`config.mk`:
```
export PLATFORM = sky130hd
export DESIGN_NAME = xor_stream_checksum
export DESIGN_NICKNAME = d
export VERILOG_FILES = /design/src/rtl/xor_stream_checksum.sv
export SDC_FILE = /design/constraint.sdc
export NUM_CORES = 1
export LEC_CHECK = 0
export ABC_AREA = 1
export ABC_CLOCK_PERIOD_IN_PS = 1800
export CAP_MARGIN = 20
export CORE_MARGIN = 10
export CORE_UTILIZATION = 44
export DETAILED_ROUTE_END_ITERATION = 7
export PLACE_DENSITY = 0.78
export SLEW_MARGIN = 40
export SYNTH_ARGS = -nofsm -noshare
export SYNTH_HDL_FRONTEND = slang
export SYNTH_SLANG_ARGS = --single-unit
```
`constraint.sdc`:
```
create_clock -name clk -period 1.8 [get_ports clk]
set_clock_uncertainty 0.2 [all_clocks]
set_input_delay 0.18 -clock clk [delete_from_list [all_inputs] [get_ports clk]]
set_output_delay 0.18 -clock clk [all_outputs]
set_load 0.01 [all_outputs]
```
`src/rtl/xor_stream_checksum.sv`:
```
// xor_stream_checksum
// Frames a stream of WIDTH-bit words and XOR-reduces each frame. When the
// last word of a frame is accepted, the checksum, its parity, the saturating
// word count and an overflow flag are held on a valid/ready result port.
// The result is held until the consumer takes it; input is blocked meanwhile.
module xor_stream_checksum #(
   parameter  int WIDTH   = 16,
   parameter  int MAX_LEN = 255,
   localparam int CW      = $clog2(MAX_LEN + 1)
) (
   input  logic             clk,
   input  logic             rst_n,
   input  logic             in_valid,
   output logic             in_ready,
   input  logic [WIDTH-1:0] in_data,
   input  logic             in_last,
   output logic             out_valid,
   input  logic             out_ready,
   output logic [WIDTH-1:0] out_sum,
   output logic             out_parity,
   output logic [CW-1:0]    out_count,
   output logic             out_overflow
);

   localparam logic [CW-1:0] MAX_CNT = CW'(MAX_LEN);
   localparam logic [CW-1:0] ONE_CNT = CW'(1);

   typedef enum logic [1:0] {
      S_IDLE  = 2'd0,
      S_ACCUM = 2'd1,
      S_HOLD  = 2'd2
   } state_t;

   state_t           state_q, state_d;
   logic [WIDTH-1:0] acc_q, acc_d;
   logic [CW-1:0]    cnt_q, cnt_d;
   logic             ovf_q, ovf_d;
   // Holds in_ready low until the first clock edge after reset release.
   logic             rdy_en_q, rdy_en_d;

   logic             accept;
   logic             consume;

   // Count increment that sticks at MAX_LEN instead of wrapping.
   function automatic logic [CW-1:0] sat_inc(input logic [CW-1:0] c);
      if (c == MAX_CNT) begin
         return c;
      end
      return c + ONE_CNT;
   endfunction

   // True when one more accepted word would exceed the countable length.
   function automatic logic sat_hit(input logic [CW-1:0] c);
      return (c == MAX_CNT);
   endfunction

   assign accept  = in_valid && in_ready;
   assign consume = out_valid && out_ready;

   // State and datapath registers; reset discards any partial frame.
   always_ff @(posedge clk or negedge rst_n) begin
      if (!rst_n) begin
         state_q  <= S_IDLE;
         acc_q    <= '0;
         cnt_q    <= '0;
         ovf_q    <= 1'b0;
         rdy_en_q <= 1'b0;
      end else begin
         state_q  <= state_d;
         acc_q    <= acc_d;
         cnt_q    <= cnt_d;
         ovf_q    <= ovf_d;
         rdy_en_q <= rdy_en_d;
      end
   end

   // Next-state selection: frame start, accumulate, then hold the result.
   always_comb begin
      state_d = state_q;
      case (state_q)
         S_IDLE: begin
            if (accept) begin
               state_d = in_last ? S_HOLD : S_ACCUM;
            end
         end
         S_ACCUM: begin
            if (accept && in_last) begin
               state_d = S_HOLD;
            end
         end
         S_HOLD: begin
            if (consume) begin
               state_d = S_IDLE;
            end
         end
         default: state_d = S_IDLE;
      endcase
   end

   // Accumulator, counter and overflow update; the first word of a frame
   // loads the accumulator so nothing leaks from the previous frame.
   always_comb begin
      acc_d    = acc_q;
      cnt_d    = cnt_q;
      ovf_d    = ovf_q;
      rdy_en_d = 1'b1;
      case (state_q)
         S_IDLE: begin
            if (accept) begin
               acc_d = in_data;
               cnt_d = ONE_CNT;
               ovf_d = 1'b0;
            end
         end
         S_ACCUM: begin
            if (accept) begin
               acc_d = acc_q ^ in_data;
               cnt_d = sat_inc(cnt_q);
               ovf_d = ovf_q | sat_hit(cnt_q);
            end
         end
         S_HOLD: begin
            if (consume) begin
               acc_d = '0;
               cnt_d = '0;
               ovf_d = 1'b0;
            end
         end
         default: begin
            acc_d = '0;
            cnt_d = '0;
            ovf_d = 1'b0;
         end
      endcase
   end

   // Outputs decoded from state only; result fields are zero unless valid.
   always_comb begin
      in_ready     = rdy_en_q && (state_q != S_HOLD);
      out_valid    = (state_q == S_HOLD);
      out_sum      = '0;
      out_parity   = 1'b0;
      out_count    = '0;
      out_overflow = 1'b0;
      if (state_q == S_HOLD) begin
         out_sum      = acc_q;
         out_parity   = ^acc_q;
         out_count    = cnt_q;
         out_overflow = ovf_q;
      end
   end

endmodule

```
==> results.json, run 1 <==
{
  "grt_overflow": 0,
  "drive_gt1_frac": 0.2177,
  "die_w_um": 87.10,
  "swShare": 0.4712,
  "diodes": 0,
  "end_kind": "output pin",
  "syn_nets": 322,
  "avgRoutedWirePerCell_um": 13.45,
  "p_int_w": 0.002138,
  "grt_start_max_net_pins": 33,
  "setup_viol": 1,
  "cp.arrival_ns": 1.48,
  "p_total_w": 0.004043,
  "syn2layout_area_growth_pct": 36.77,
  "p_comb_frac": 0.620,
  "yosysTopAreaCell": "dfrtp_1",
  "dr_total_vias": 2161,
  "powerDensity_nw_per_um2": 1493,
  "avgSynthCellArea_um2": 6.602,
  "power_switching_w": 0.001905,
  "violations": "setup timing",
  "power_frac_seq": 0.256,
  "reg2reg_to": "acc_q[7]$_DFFE_PN0P_",
  "fin_crit_ns": 1.863,
  "start_util": 0.4549,
  "finalHoldViolCount": 0,
  "die_h_um": 87.10,
  "cts_sinks": 28,
  "grt_pass1_wl_mm": 9.611,
  "root_buffer": "clkbuf_8",
  "syn_area_um2": 1981,
  "maxSlewViolCount": 0,
  "num-fill-cells": 417,
  "yosys_register_bits": 28,
  "clock_power_share": 0.124,
  "grt_use_total": 0.1503,
  "worstRegToRegCells": 6,
  "antenna_found_initial": 0,
  "design.core.area_um2": 4354,
  "run_status": "complete, but fails checks",
  "cts_tree": "done",
  "min_path_type": "in2async",
  "yosysWarnings": 0,
  "setup_tns_ns": -0.06344,
  "required_ns": 1.42,
  "rsz0062_at_grt": "true",
  "cts.clk_slew.worst_paths_ns": 0.10,
  "period_share": 1.035,
  "synth.area.top_cells": "dfrtp_1 35%, nand2_1 14%, nor2_1 8.7%",
  "insertion_delay_ns": 0.28,
  "fmax_ghz": 0.5366,
  "drt_iter0_markers": 142,
  "antenna_left": 0,
  "synthDistinctLibCells": 25,
  "fin_ws_ns": -0.06344,
  "wirelength_mm": 5.701,
  "fin_area_um2": 2709,
  "avgViaCountPerCell": 5.097,
  "synth_cells": 300,
  "cts_hold_buf": 0,
  "place_area_um2": 2683,
  "r2r_slack_ns": 0.15,
  "fin_cells": 424,
  "final_common_cell": "nand2_1",
  "cts_buffers": 3,
  "r2r-start": "state_q[0]$_DFFE_PN0P_",
  "dr.pass1.iters": 4,
  "num_io_pins": 49,
  "seq_area_frac_synth": 0.3538,
  "dieArea_um2": 7586,
  "rows": 24,
  "critPathLaunchType": "flip-flop",
  "worst-path-max-fanout": 6,
  "portBuffers": 48,
  "p_leak_nw": 1.353,
  "grt_pass1_vias": 2167,
  "maxCapViolCount": 0,
  "most-common-layout-cells": "71 x nand2_1, 40 x nor2_1, 34 x inv_1",
  "hpwl_mm": 4.081,
  "crit_type": "reg2out",
  "remaining_drc_errors": 0,
  "final_nets": 395,
  "htree_levels": 1,
  "clockBufferDepth": 2,
  "gp_congestion": 0.8679,
  "synth_top_area_frac": 0.3538,
  "placedCellCount": 417,
  "ir_drop_mv": 0.6134
}
logic make-up (layout without fill, tap and decap cells):
group | after synthesis | count (layout) | share of synthesized area
AND/OR/NAND/NOR | 164 | 164 | 0.3658
XOR/XNOR | 5 | 5 | 0.02211
flip-flops | 28 | 28 | 0.3538
AO/OA/AOI/OAI | 51 | 51 | 0.1529
other | 1 | 1 | 0.001893
buffers and inverters | 50 | 122 | 0.09728
adder cells (fa/ha/maj) | 1 | 1 | 0.006316
layer usage:
metal  wire length [um]  global-route usage
met1               2537              0.1846
met2               2689              0.2512
met3                404             0.04494
met4                 69             0.03478
met5                  0                   0
worst max-delay path by stage:
stage	from	to	slack [ns]	cells after the start
2_1_floorplan	cnt_q[0]$_DFFE_PN0P_	cnt_q[2]$_DFFE_PN0P_	0.28	9
3_3_place_gp	acc_q[9]$_DFFE_PN0P_	out_parity	-0.20	11
3_5_place_dp	acc_q[9]$_DFFE_PN0P_	out_parity	-0.21	11
4_1_cts	acc_q[8]$_DFFE_PN0P_	out_parity	-0.09	10
5_1_grt	acc_q[10]$_DFFE_PN0P_	out_parity	-0.20	11
6_report	acc_q[9]$_DFFE_PN0P_	out_parity	-0.06	11
power by group through the flow:
stage / registers (W) / logic [W] / clock network [W]
global route: 0.00107 / 0.00283 / 0.000534
global placement: 0.00101 / 0.00246 / 0
finish: 0.00104 / 0.00251 / 0.000501
detailed placement: 0.00102 / 0.00250 / 0
CTS: 0.00101 / 0.00244 / 0.000516
floorplan: 0.000998 / 0.00151 / 0
cell usage after synthesis:
| master | number |
|---|---|
| nor2_1 | 46 |
| ha_1 | 1 |
| nand2_2 | 1 |
| a21oi_1 | 4 |
| xnor2_1 | 2 |
| inv_2 | 3 |
| buf_2 | 4 |
| a31oi_1 | 1 |
| o211ai_1 | 1 |
| conb_1 | 1 |
| xor2_1 | 3 |
| buf_1 | 1 |
| o21ai_0 | 19 |
| nand3_4 | 1 |
| clkbuf_1 | 4 |
| nor3_1 | 1 |
| inv_1 | 38 |
| o21ai_2 | 1 |
| o21ai_1 | 9 |
| nand3_1 | 21 |
| nand2_4 | 3 |
| nand4_1 | 17 |
| o21bai_1 | 16 |
| nand2_1 | 74 |
| dfrtp_1 | 28 |
registers in the layout, indices dropped and copies added, names as in the netlist:
signal,count
rdy_en_q,1
acc_q,16
state_q,2
cnt_q,8
ovf_q,1
stage by stage:
stage / hold slack, ns / util / setup slack (ns)
3_3_place_gp: 0.3245 / 0.6161 / -0.2037
6_report: 0.07724 / 0.6221 / -0.06344
4_1_cts: 0.08598 / 0.6276 / -0.08635
3_5_place_dp: 0.3470 / 0.6161 / -0.2109
5_1_grt: 0.1138 / 0.6221 / -0.1958
2_1_floorplan: -0.3156 / - / 0.2832
cell type report:
type	instances	area, um^2	area share
Clock buffer	3	41.29	0.01524
Sequential cell	28	704.4	0.2600
Clock inverter	1	30.03	0.01109
Tap cell	52	65.06	0.02402
Multi-Input combinational cell	222	1122	0.4143
Inverter	41	153.9	0.05681
Timing Repair Buffer	77	591.8	0.2185
worst max-delay path: stages (launching register included):
cell and delay, ns:
dfrtp_2 0.46, nand2_1 0.10, inv_1 0.04, nor2_1 0.08, nand2_1 0.06, nand2_1 0.06
nand2_1 0.05, nand2_2 0.07, nand2_1 0.05, nand2_1 0.05, nor2_1 0.03, buf_2 0.14
what timing repair did:
action                     CTS  global route
setup endpoints to repair   28            46
setup buffers                2             1
pin swaps                    1             2
resized for setup           36            58
No activity file was read; power rests on OpenSTA's default activity.
==> run 2, diff against run 1 <==
Settings changed: CTS_CLUSTER_SIZE set to 30, HOLD_SLACK_MARGIN set to 0.03, PLACE_DENSITY 0.78 to 0.73.
==> run 2 against run 1 <==
Compared with the run above:
- clock power up 2%
- flip-flop and latch count is the same
- sequential share of layout area fell by 0.32 points
- global-route usage is 0.19 points lower
- sequential power barely moved
- critical path depth unchanged
- the run still ends with setup timing left
- cell count increased by 0.71%
- total power is 3.8% higher
- die area stayed put
==> results.json, run 2 (same netlist as run 1, synthesis figures left out) <==
{
  "avgViaCountPerCell": 5.192,
  "min_path_type": "in2async",
  "cp_top_family": "simple AND/OR/NAND/NOR gates",
  "cts_hold_buf": 0,
  "startpoint": "acc_q[4]$_DFFE_PN0P_",
  "r2r-start": "state_q[0]$_DFFE_PN0P_",
  "powerDensity_nw_per_um2": 1525,
  "syn2layout_area_growth_pct": 38.98,
  "dieArea_um2": 7586,
  "r2r_slack_ns": 0.09,
  "design.core.area_um2": 4354,
  "grt_overflow": 0,
  "setup_tns_ns": -0.09751,
  "fin_area_um2": 2753,
  "portBuffers": 48,
  "gp_congestion": 0.9304,
  "wirelength_mm": 5.846,
  "final_nets": 398,
  "worst-path-max-fanout": 4,
  "cpMaxStageDelayCell": "dfrtp_1",
  "end_kind": "output pin",
  "remaining_drc_errors": 0,
  "finalHoldViolCount": 0,
  "cts_tree": "done",
  "grt_start_max_net_pins": 29,
  "maxCapViolCount": 0,
  "hpwl_mm": 4.186,
  "reg2reg_to": "cnt_q[4]$_DFFE_PN0P_",
  "fin_crit_ns": 1.898,
  "required_ns": 1.42,
  "seq_area_um2": 706.9,
  "p_total_w": 0.004197,
  "period_share": 1.054,
  "rows": 24,
  "cpMostUsedCell": "nand2_1",
  "slowest_delay_ns": 0.42,
  "insertion_delay_ns": 0.28,
  "crit_type": "reg2out",
  "violations": "setup timing",
  "antenna_left": 0,
  "cp.buffers_inverters": 2,
  "cts.clk_slew.worst_paths_ns": 0.10,
  "cts_buffers": 3,
  "cp.arrival_ns": 1.52,
  "crit_chain": "nor2_2 -> inv_1 -> nand2_1 -> nand2_1 -> nand2_1 -> nand2_1 -> nand2_2 -> nand2_1 -> nand2_1 -> nor2_1 -> buf_2",
  "place_area_um2": 2690,
  "maxSlewViolCount": 0,
  "cts_sinks": 28,
  "p_leak_nw": 1.369,
  "fin_ws_ns": -0.09751,
  "avgRoutedWirePerCell_um": 13.69,
  "dr.pass1.iters": 4,
  "grt_pass1_wl_mm": 9.494,
  "drive_gt1_frac": 0.2533,
  "largest_registers": "acc_q x16, cnt_q x8, state_q x2",
  "clockBufferDepth": 2,
  "htree_levels": 1,
  "diodes": 0,
  "final_common_cell": "nand2_1",
  "run_status": "complete, but fails checks",
  "drt_iter0_markers": 123,
  "multi_input_area_um2": 1139,
  "worstRegToRegCells": 9,
  "setup_viol": 1,
  "antenna_found_initial": 0,
  "num-fill-cells": 414,
  "start_util": 0.4549,
  "cp_num_cells": 11,
  "die_h_um": 87.10,
  "dr_total_vias": 2217,
  "rsz0062_at_grt": "true",
  "most-common-layout-cells": "67 x nand2_1, 41 x nor2_1, 31 x buf_4",
  "top_register": "acc_q",
  "grt_pass1_vias": 2064,
  "largest_reg_flops": 16,
  "grt_use_total": 0.1484,
  "critPathLaunchType": "flip-flop",
  "die_w_um": 87.10,
  "ir_drop_mv": 0.8015,
  "fmax_ghz": 0.5270,
  "num_io_pins": 49,
  "cp-endpoint": "out_parity",
  "root_buffer": "clkbuf_8"
}
## run 2: cell types whose count changed in the layout (fill, tap and decap cells not counted), moves of 2 or more
cell,before,now
clkbuf_2,21,17
nor2_2,6,4
inv_2,7,14
buf_4,27,31
nand2_1,71,67
buf_2,1,3
inv_1,34,27
dfrtp_1,25,23
nand2_2,4,8
dfrtp_2,3,5
## run 2: power by group
group / switching [W] / internal [W]
logic: 0.00155 / 0.00107
clock network: 0.000211 / 0.000298
registers: 0.000236 / 0.000828
total: 0.00200 / 0.00220
## run 2: what timing repair did
item                                    in CTS  in global routing
pin swaps                                    2                 13
endpoints found under the setup margin      28                 26
buffers inserted                             0                  5
resized for setup                           58                 48
## run 2: worst min-delay path by stage
stage / end / cells after the start / slack [ns] / startpoint
finish: acc_q[2]$_DFFE_PN0P_ / 2 / 0.07 / rst_n
global route: state_q[1]$_DFFE_PN0P_ / 2 / 0.10 / rst_n
CTS: acc_q[2]$_DFFE_PN0P_ / 2 / 0.09 / rst_n
detailed placement: cnt_q[4]$_DFFE_PN0P_ / 2 / 0.35 / cnt_q[4]$_DFFE_PN0P_
global placement: ovf_q$_DFFE_PN0P_ / 2 / 0.33 / ovf_q$_DFFE_PN0P_
floorplan: acc_q[0]$_DFFE_PN0P_ / 0 / -0.32 / rst_n
## run 2: routing by layer
| metal | wire length, um | up-vias | global-route usage | share of wire |
|---|---|---|---|---|
| met1 | 2474 | 1026 | 0.1725 | 0.42 |
| met2 | 2955 | 66 | 0.2692 | 0.51 |
| met4 | 12 | 0 | 0.01014 | 0.0021 |
| met5 | 0 | - | 0 | 0 |
| li1 | - | 1123 | - | - |
| met3 | 403 | 2 | 0.04682 | 0.069 |
## run 2: final cells by class
cell class,instances,area share
inverter,41,0.05591
multi-input combinational,222,0.4136
tap,52,0.02364
clock inverter,1,0.01091
clock buffer,3,0.01500
sequential,28,0.2568
timing repair buffer,80,0.2241
## run 2: worst register-to-register path, stage by stage, from the launching register on
cell and delay (ns):
dfrtp_1 0.41, inv_2 0.12, buf_6 0.21, nor2_1 0.09, inv_1 0.15, nand2_1 0.12
nand2_4 0.13, inv_2 0.06, nand2_1 0.05, o21ai_1 0.06
## run 2: stage by stage
stage | setup slack (ns) | utilization | cells | hold slack [ns]
global placement | -0.1914 | 0.6178 | 418 | 0.3325
detailed placement | -0.2112 | 0.6178 | 418 | 0.3508
finish | -0.09751 | 0.6322 | 427 | 0.07436
global route | -0.2475 | 0.6322 | 427 | 0.1040
CTS | -0.08245 | 0.6365 | 422 | 0.09075
floorplan | 0.2832 | - | 300 | -0.3156
